--- config.mk ---
export PLATFORM = sky130hd
export DESIGN_NAME = ysyx_22041211_wb_unit
export DESIGN_NICKNAME = d
export VERILOG_FILES = /design/src/rtl/ysyx_22041211_wb_unit_pkg.sv /design/src/rtl/ysyx_22041211_gpr_file.sv /design/src/rtl/ysyx_22041211_wb_unit.sv
export SDC_FILE = /design/constraint.sdc
export NUM_CORES = 2
export LEC_CHECK = 0
export ABC_CLOCK_PERIOD_IN_PS = 3600
export BUFFER_PORTS_ARGS = -buffer_cell sky130_fd_sc_hd__buf_2
export CAP_MARGIN = 20
export CORE_MARGIN = 5
export CORE_UTILIZATION = 35
export DETAILED_ROUTE_END_ITERATION = 10
export GPL_ROUTABILITY_DRIVEN = 0
export PLACE_DENSITY_LB_ADDON = 0.3
export SETUP_SLACK_MARGIN = 0.1
export SYNTH_ARGS = -nofsm -noshare
export SYNTH_HDL_FRONTEND = slang
export SYNTH_HIERARCHICAL = 1
export SYNTH_SLANG_ARGS = --single-unit
--- constraint.sdc ---
create_clock -name clk -period 3.6 [get_ports clk]
set_input_delay 0.54 -clock clk [delete_from_list [all_inputs] [get_ports clk]]
set_output_delay 0.54 -clock clk [all_outputs]
set_load 0.05 [all_outputs]
--- src/rtl/ysyx_22041211_wb_unit_pkg.sv ---
// Shared definitions for the write-back stage: state encodings, GPR sizing, CSR address width.
package ysyx_22041211_wb_unit_pkg;

  // 2'b11 is unused; the FSM steers it back to WB_IDLE.
  typedef enum logic [1:0] {
    WB_IDLE  = 2'b00,
    WB_WRITE = 2'b01,
    WB_DONE  = 2'b10
  } wb_state_e;

  localparam int unsigned CSR_ADDR_LEN     = 12;
  localparam int unsigned GPR_ADDR_LEN_DEF = 5;
  localparam int unsigned GPR_NUM          = 2 ** GPR_ADDR_LEN_DEF;
  localparam int unsigned REG_ZERO         = 0;

  // Number of GPR entries for a given index width.
  function automatic int unsigned gpr_count(input int unsigned addr_len);
    return 32'd1 << addr_len;
  endfunction

endpackage

--- src/rtl/ysyx_22041211_gpr_file.sv ---
// General-purpose register file: two combinational read ports, one synchronous write port,
// synchronous reset-to-zero, x0 hardwired to zero.
module ysyx_22041211_gpr_file
  import ysyx_22041211_wb_unit_pkg::*;
#(
  parameter int unsigned DATA_LEN     = 32,
  parameter int unsigned REG_ADDR_LEN = 5
) (
  input  logic                    i_clk,
  input  logic                    i_rst,
  input  logic                    i_we,
  input  logic [REG_ADDR_LEN-1:0] i_waddr,
  input  logic [DATA_LEN-1:0]     i_wdata,
  input  logic [REG_ADDR_LEN-1:0] i_raddr1,
  input  logic [REG_ADDR_LEN-1:0] i_raddr2,
  output logic [DATA_LEN-1:0]     o_rdata1,
  output logic [DATA_LEN-1:0]     o_rdata2
);

  localparam int unsigned NumRegs = gpr_count(REG_ADDR_LEN);

  logic [DATA_LEN-1:0]     r_gpr [NumRegs];
  logic [REG_ADDR_LEN-1:0] w_zero_idx;

  assign w_zero_idx = REG_ADDR_LEN'(REG_ZERO);

  // Reset clears every entry; writes to x0 are dropped so it never holds non-zero data.
  always_ff @(posedge i_clk) begin
    if (i_rst) begin
      for (int unsigned i = 0; i < NumRegs; i++) begin
        r_gpr[REG_ADDR_LEN'(i)] <= '0;
      end
    end else if (i_we && (i_waddr != w_zero_idx)) begin
      r_gpr[i_waddr] <= i_wdata;
    end
  end

  // Combinational reads with no write bypass; x0 forced to zero.
  always_comb begin
    o_rdata1 = (i_raddr1 == w_zero_idx) ? '0 : r_gpr[i_raddr1];
    o_rdata2 = (i_raddr2 == w_zero_idx) ? '0 : r_gpr[i_raddr2];
  end

endmodule

--- src/rtl/ysyx_22041211_wb_unit.sv ---
// Write-back stage: buffers one retired instruction, commits it to the GPR file and CSR file,
// then pulses wb_valid_o to release the fetch stage. Three cycles per instruction.
module ysyx_22041211_wb_unit
  import ysyx_22041211_wb_unit_pkg::*;
#(
  parameter int unsigned DATA_LEN     = 32,
  parameter int unsigned REG_ADDR_LEN = 5,
  parameter int unsigned CNT_LEN      = 64
) (
  input  logic                    clk,
  input  logic                    rst,
  input  logic                    lsu_valid_i,
  output logic                    wb_ready_o,
  input  logic                    wd_i,
  input  logic [REG_ADDR_LEN-1:0] wreg_i,
  input  logic [DATA_LEN-1:0]     wdata_i,
  input  logic                    csr_we_i,
  input  logic [CSR_ADDR_LEN-1:0] csr_addr_i,
  input  logic [DATA_LEN-1:0]     csr_wdata_i,
  input  logic [REG_ADDR_LEN-1:0] rs1_addr_i,
  input  logic [REG_ADDR_LEN-1:0] rs2_addr_i,
  output logic [DATA_LEN-1:0]     rs1_data_o,
  output logic [DATA_LEN-1:0]     rs2_data_o,
  output logic                    csr_we_o,
  output logic [CSR_ADDR_LEN-1:0] csr_addr_o,
  output logic [DATA_LEN-1:0]     csr_wdata_o,
  output logic                    wb_valid_o,
  output logic [CNT_LEN-1:0]      retire_cnt_o
);

  wb_state_e r_state;
  wb_state_e w_state_next;

  // Instruction buffer, loaded at the accept edge.
  logic                    r_wd;
  logic [REG_ADDR_LEN-1:0] r_wreg;
  logic [DATA_LEN-1:0]     r_wdata;
  logic                    r_csr_we;
  logic [CSR_ADDR_LEN-1:0] r_csr_addr;
  logic [DATA_LEN-1:0]     r_csr_wdata;

  logic [CNT_LEN-1:0] r_retire_cnt;

  logic w_accept;
  logic w_ready;
  logic w_gpr_we;
  logic w_csr_we;
  logic w_wb_valid;

  // Next state and per-state strobes; rst masks any commit or retire in the same cycle.
  always_comb begin
    w_state_next = r_state;
    w_ready      = 1'b0;
    w_gpr_we     = 1'b0;
    w_csr_we     = 1'b0;
    w_wb_valid   = 1'b0;
    case (r_state)
      WB_IDLE: begin
        w_ready = 1'b1;
        if (lsu_valid_i) w_state_next = WB_WRITE;
      end
      WB_WRITE: begin
        w_gpr_we     = r_wd && (r_wreg != REG_ADDR_LEN'(REG_ZERO)) && !rst;
        w_csr_we     = r_csr_we && !rst;
        w_state_next = WB_DONE;
      end
      WB_DONE: begin
        w_wb_valid   = !rst;
        w_state_next = WB_IDLE;
      end
      default: begin
        w_state_next = WB_IDLE;
      end
    endcase
  end

  assign w_accept = (r_state == WB_IDLE) && lsu_valid_i;

  // State register.
  always_ff @(posedge clk) begin
    if (rst) begin
      r_state <= WB_IDLE;
    end else begin
      r_state <= w_state_next;
    end
  end

  // Capture the incoming instruction on a transfer.
  always_ff @(posedge clk) begin
    if (rst) begin
      r_wd        <= 1'b0;
      r_wreg      <= '0;
      r_wdata     <= '0;
      r_csr_we    <= 1'b0;
      r_csr_addr  <= '0;
      r_csr_wdata <= '0;
    end else if (w_accept) begin
      r_wd        <= wd_i;
      r_wreg      <= wreg_i;
      r_wdata     <= wdata_i;
      r_csr_we    <= csr_we_i;
      r_csr_addr  <= csr_addr_i;
      r_csr_wdata <= csr_wdata_i;
    end
  end

  // Retired-instruction counter, wraps silently.
  always_ff @(posedge clk) begin
    if (rst) begin
      r_retire_cnt <= '0;
    end else if (r_state == WB_DONE) begin
      r_retire_cnt <= r_retire_cnt + CNT_LEN'(1);
    end
  end

  ysyx_22041211_gpr_file #(
    .DATA_LEN    (DATA_LEN),
    .REG_ADDR_LEN(REG_ADDR_LEN)
  ) u_gpr_file (
    .i_clk   (clk),
    .i_rst   (rst),
    .i_we    (w_gpr_we),
    .i_waddr (r_wreg),
    .i_wdata (r_wdata),
    .i_raddr1(rs1_addr_i),
    .i_raddr2(rs2_addr_i),
    .o_rdata1(rs1_data_o),
    .o_rdata2(rs2_data_o)
  );

  assign wb_ready_o   = w_ready;
  assign wb_valid_o   = w_wb_valid;
  assign csr_we_o     = w_csr_we;
  assign csr_addr_o   = r_csr_addr;
  assign csr_wdata_o  = r_csr_wdata;
  assign retire_cnt_o = r_retire_cnt;

endmodule

* Yosys cells after proc, flatten, opt, wreduce, memory -nomap -nowiden
Memory sizes are Yosys's and may differ from the RTL's.
Cells that the tools add are included.
** Word-level totals
- Bits in registers :: 149
- Bits in writable memories :: 1024
- Input bits :: 96
- Output and inout bits :: 175
- Word-level logic and storage cells :: 40
- Memories kept :: 1
** Memory list
- u_gpr_file.r_gpr :: words 32, width 32, read ports 2, clocked after memory_dff 0, wr ports 32, RTL line ysyx_22041211_gpr_file.sv:22 : logic [DATA_LEN-1:0] r_gpr [NumRegs];
** Operators by class
- Add/subtract/negate cells :: 1
- Equal/unequal tests :: 3
- Muxes and demuxes :: 16
- Reductions and logical operators :: 11
** Operators with widths (count)
- 32-bit two-way mux :: 3
- 64-bit by 1-bit adder with 64-bit output (second input constant) :: 1
- 32-bit OR reduction :: 1
- 5-bit logical NOT :: 2
- 1-bit two-way mux :: 10
- 1-bit logical AND :: 5
- 5-bit two-way mux :: 1
- 5-bit nonzero test :: 1
- 2-bit one-hot mux with 2 select lines :: 1
- 2-bit by 1-bit equality test with 1-bit output (second input constant) :: 1
- 2-bit equality test (second input constant) :: 1
- 2-bit logical NOT :: 1
- 2-bit two-way mux :: 1
- 2-bit inequality test (second input constant) :: 1
- 1-bit logical NOT :: 1

* Logic depth before layout (Yosys ltp)
- Depth in word-level cells :: 10
- Depth in mapped cells :: 9
- Mapped depth without buffers :: 6

* Hierarchy
The synthesis kept the hierarchy.
** By module, submodules not included
- ysyx_22041211_gpr_file :: times used 1, cells an instance 3502, area each 54253.3 um^2, sequential area each 30749.5 um^2
- ysyx_22041211_wb_unit :: times used 1, cells an instance 751, area each 6014.5 um^2, sequential area each 2982.9 um^2

* Worst setup path after synthesis
No wires, ideal clock.
- Path kind :: in2out
- From :: in rs2_addr_i[0]
- To :: out rs2_data_o[30]
- Data arrival time :: 3.872 ns
- Data required time :: 3.060 ns
- Path slack :: -0.812 ns
- Cell stages on the path :: 6
- Buffers on the path :: 3
- Cells stage by stage :: buf_2 > buf_6 > buf_4 > mux4_2 > mux2i_1 > a2111oi_0
** Between the ends
- Word-level cells in the longest chain between the ends :: 2
- Elaborated cells between the ends (all ways) :: 3
** Ends and longest elaborated chain
- from (decl) :: RTL line ysyx_22041211_wb_unit.sv:21 : input logic [REG_ADDR_LEN-1:0] rs2_addr_i,
- memory read 32 x 32 bit / 5-bit logical NOT (equally long branches)
- 32-bit two-way mux * :: RTL line ysyx_22041211_gpr_file.sv:41 : o_rdata2 = (i_raddr2 == w_zero_idx) ? '0 : r_gpr[i_raddr2];
- to (decl) :: RTL line ysyx_22041211_wb_unit.sv:23 : output logic [DATA_LEN-1:0] rs2_data_o,
Mark *: on every way between the ends. The rest lies on a longest branch, timed or not.

==> flow_summary.json <==
{
  "die_w_um": 425.0,
  "synth.area.top_cells": "edfxtp_1 51%, mux4_2 18%, and2_1 10%",
  "fin_crit_sh_pct": 98.56,
  "cts.sinks": 1173,
  "avgRoutedWirePerCell_um": 29.83,
  "slew_headroom_pct": 24.59,
  "clock_path_buffers": 3,
  "die_y_um": 425.0,
  "io_buffers": 270,
  "seq_area_frac_synth_pct": 55.97,
  "final_nets": 4756,
  "clk_pin_slew_worst_paths_ns": 0.06,
  "gr-total-overflow": 0,
  "dp.cells": 6737,
  "row_count": 152,
  "finClkSkew_ns": 0.02786,
  "antenna_left": 0,
  "start_util_pct": 35.17,
  "critPathLaunchType": "register",
  "r2r_start": "r_state[0]",
  "p_leak_nw": 26.20,
  "fin_cells": 7080,
  "fillCellCount": 15390,
  "synth_area_mm2": 0.06027,
  "finalHoldViolCount": 0,
  "worst-endpoint-required_ns": 3.06,
  "cts_made_buffers": 131,
  "swShare_pct": 25.96,
  "ios": 271,
  "pwr-share-seq_pct": 47.3,
  "worstPathMaxFanout": 2,
  "wirelength_um": 211200,
  "reg2reg_to": "u_gpr_file/r_gpr[12][1]",
  "initialDrtViolationCount": 4765,
  "timing.final.ws_setup_ns": 0.05173,
  "antenna_found_initial": 11,
  "synthArstFlopShare_pct": 0,
  "rsz0062_at_grt": "yes",
  "p_per_area_mw_per_mm2": 454.6,
  "intPower_mw": 24.39,
  "hold-path-endpoint": "csr_wdata_o[13]",
  "grt_pass1_wl_um": 298300,
  "worstHoldPathCells": 3,
  "final_util_pct": 42.30,
  "grt_start_max_net_pins": 122,
  "ys_warn_count": 6,
  "synth-seq-cells": 1173,
  "holdWs_ns": 0.06319,
  "ys.flop_type": "edfxtp_1",
  "outcome": "finished clean",
  "period_needed_ns": 3.548,
  "hp-class": "in -> reg",
  "finalSetupViolCount": 0,
  "hpwl_um": 133800,
  "hp-start": "csr_wdata_i[13]",
  "remaining_drc_errors": 0,
  "fin_setup_tns_ns": 0,
  "track_usage_pct": 22.86,
  "areaGrowthSynthToFinish_pct": 20.26,
  "vdd_ir_drop_max_v": 0.0004126,
  "p_comb_share_pct": 12.9,
  "drive_above_1_share_pct": 30.40,
  "r2r_cells": 6,
  "arrival_ns": 3.01,
  "yosysMostFrequentCell": "edfxtp_1",
  "netlist.top_cell.by_area": "edfxtp_1",
  "slew_violations": 0,
  "pre_cts_ws_ns": -0.6515,
  "p_clk_share_pct": 39.8,
  "yosysUniqueCellTypes": 57,
  "fp.dieArea_mm2": 0.1806,
  "max-cap-violations": 0,
  "crit_type": "reg -> out",
  "netlist_instances": 4253,
  "fmax_mhz": 281.8,
  "yosys-top-cells-count": "1024 x edfxtp_1, 1000 x and2_1, 472 x mux4_2, 315 x clkbuf_1, 197 x nand2_1",
  "drt-vias-per-instance": 5.708,
  "synth-edff-count": 1024,
  "insertion_delay_ns": 0.77,
  "netSwitchingPower_mw": 8.553,
  "clockRootBuffer": "clkbuf_16",
  "endpoint_kind": "output pin",
  "fp.coreArea_mm2": 0.1714,
  "drt_first_pass_iters": 7,
  "grt_pass1_vias": 41310,
  "cts_tree": "done",
  "htree_levels": 4,
  "rrSetupSlack_ns": 0.50,
  "worst_slew_pin_slew_ns": 1.129,
  "vias": 40410,
  "synth_top_cell_area_share_pct": 51.02,
  "syn_area_per_cell_um2": 14.17
}
## power by group through the flow
stage | combinational [mW] | clock, mW | sequential [mW]
2_1_floorplan | 2.32 | 0 | 15.8
3_3_place_gp | 3.87 | 0 | 15.9
3_5_place_dp | 3.91 | 0 | 15.9
4_1_cts | 4.07 | 13.3 | 15.7
5_1_grt | 4.38 | 13.9 | 15.6
6_report | 4.24 | 13.1 | 15.6
## layer usage
metal | part of all wire (%) | wire length (um) | global-route usage [%] | vias up
li1 | - | - | - | 17000
met1 | 39 | 83150 | 30.27 | 20880
met2 | 48 | 100500 | 37.13 | 2146
met3 | 8.2 | 17300 | 3.735 | 390
met4 | 4.9 | 10270 | 10.29 | 0
met5 | 0 | 0 | 0 | -
## stage by stage
step	cell area (um^2)	total power, mW
floorplan	60430	18.09
global placement	66440	19.80
detailed placement	66480	19.85
CTS	71790	33.06
global route	72470	33.94
finish	72480	32.95
## placed cells by master (no fill, tap or decap), types with 32 or more instances in the layout
cell type	count
buf_12	85
edfxtp_1	1024
mux4_2	472
nand2_1	196
or2_2	38
buf_4	244
conb_1	32
nor3_1	48
mux2i_1	151
buf_2	238
a22o_1	48
a21oi_1	128
o22ai_1	90
and2_1	998
clkbuf_16	139
dlygate4sd3_1	73
nor2_1	48
nor2_4	32
dfxtp_1	149
## cells by family after synthesis
kind of cell | count (synthesis) | share of synthesized area [%]
multiplexers | 654 | 20.73
buffers and inverters | 447 | 3.386
AND/OR/NAND/NOR | 1539 | 14.86
other | 1 | 0.006222
AO/OA/AOI/OAI | 409 | 4.611
XOR/XNOR | 29 | 0.4214
flip-flops | 1173 | 55.97
adder cells (fa/ha/maj) | 1 | 0.02076
## critical path, cell delays in order (launching register included)
cell and delay, ns:
edfxtp_1 0.40, mux4_2 0.51, a22o_4 0.30, a2111oi_4 0.50, buf_4 0.20, nor3_1 0.10
buf_4 0.23
## registers in the layout, indices dropped and copies added, names as in the netlist
signal            flops
r_state               2
csr_addr_o           12
r_wdata              32
r_wreg                5
retire_cnt_o         64
csr_wdata_o          32
u_gpr_file/r_gpr   1024
r_csr_we              1
r_wd                  1
## cell type report
class | count | area (um^2) | area share [%]
Sequential cell | 1173 | 33730 | 46.54
Multi-Input combinational cell | 2664 | 25470 | 35.14
Timing Repair Buffer | 677 | 6195 | 8.547
Clock buffer | 170 | 3593 | 4.958
Tap cell | 2310 | 2890 | 3.988
Clock inverter | 67 | 534.3 | 0.7371
Inverter | 12 | 45.04 | 0.06215
Antenna cell | 7 | 17.52 | 0.02417
## how the worst max path moves through the flow
stage                              from        endpoint  slack [ns]  cells past startpoint
2_1_floorplan             rs2_addr_i[0]  rs2_data_o[30]       -0.15                      6
3_3_place_gp              rs2_addr_i[3]  rs2_data_o[19]       -0.64                     10
3_5_place_dp              rs2_addr_i[0]  rs2_data_o[18]       -0.65                      9
4_1_cts        u_gpr_file/r_gpr[15][18]  rs2_data_o[18]       -0.01                      6
5_1_grt                   rs2_addr_i[0]  rs2_data_o[10]        0.04                     10
6_report       u_gpr_file/r_gpr[15][18]  rs2_data_o[18]        0.05                      6
## what timing repair did
item,in CTS,in global routing
hold buffers,73,0
buffers inserted,3,7
gates resized for setup,82,40
endpoints found under the hold margin,73,0
setup endpoints to repair,42,24
gates cloned,0,1
pin swaps,5,3
Power figures use the tool's default switching activity.
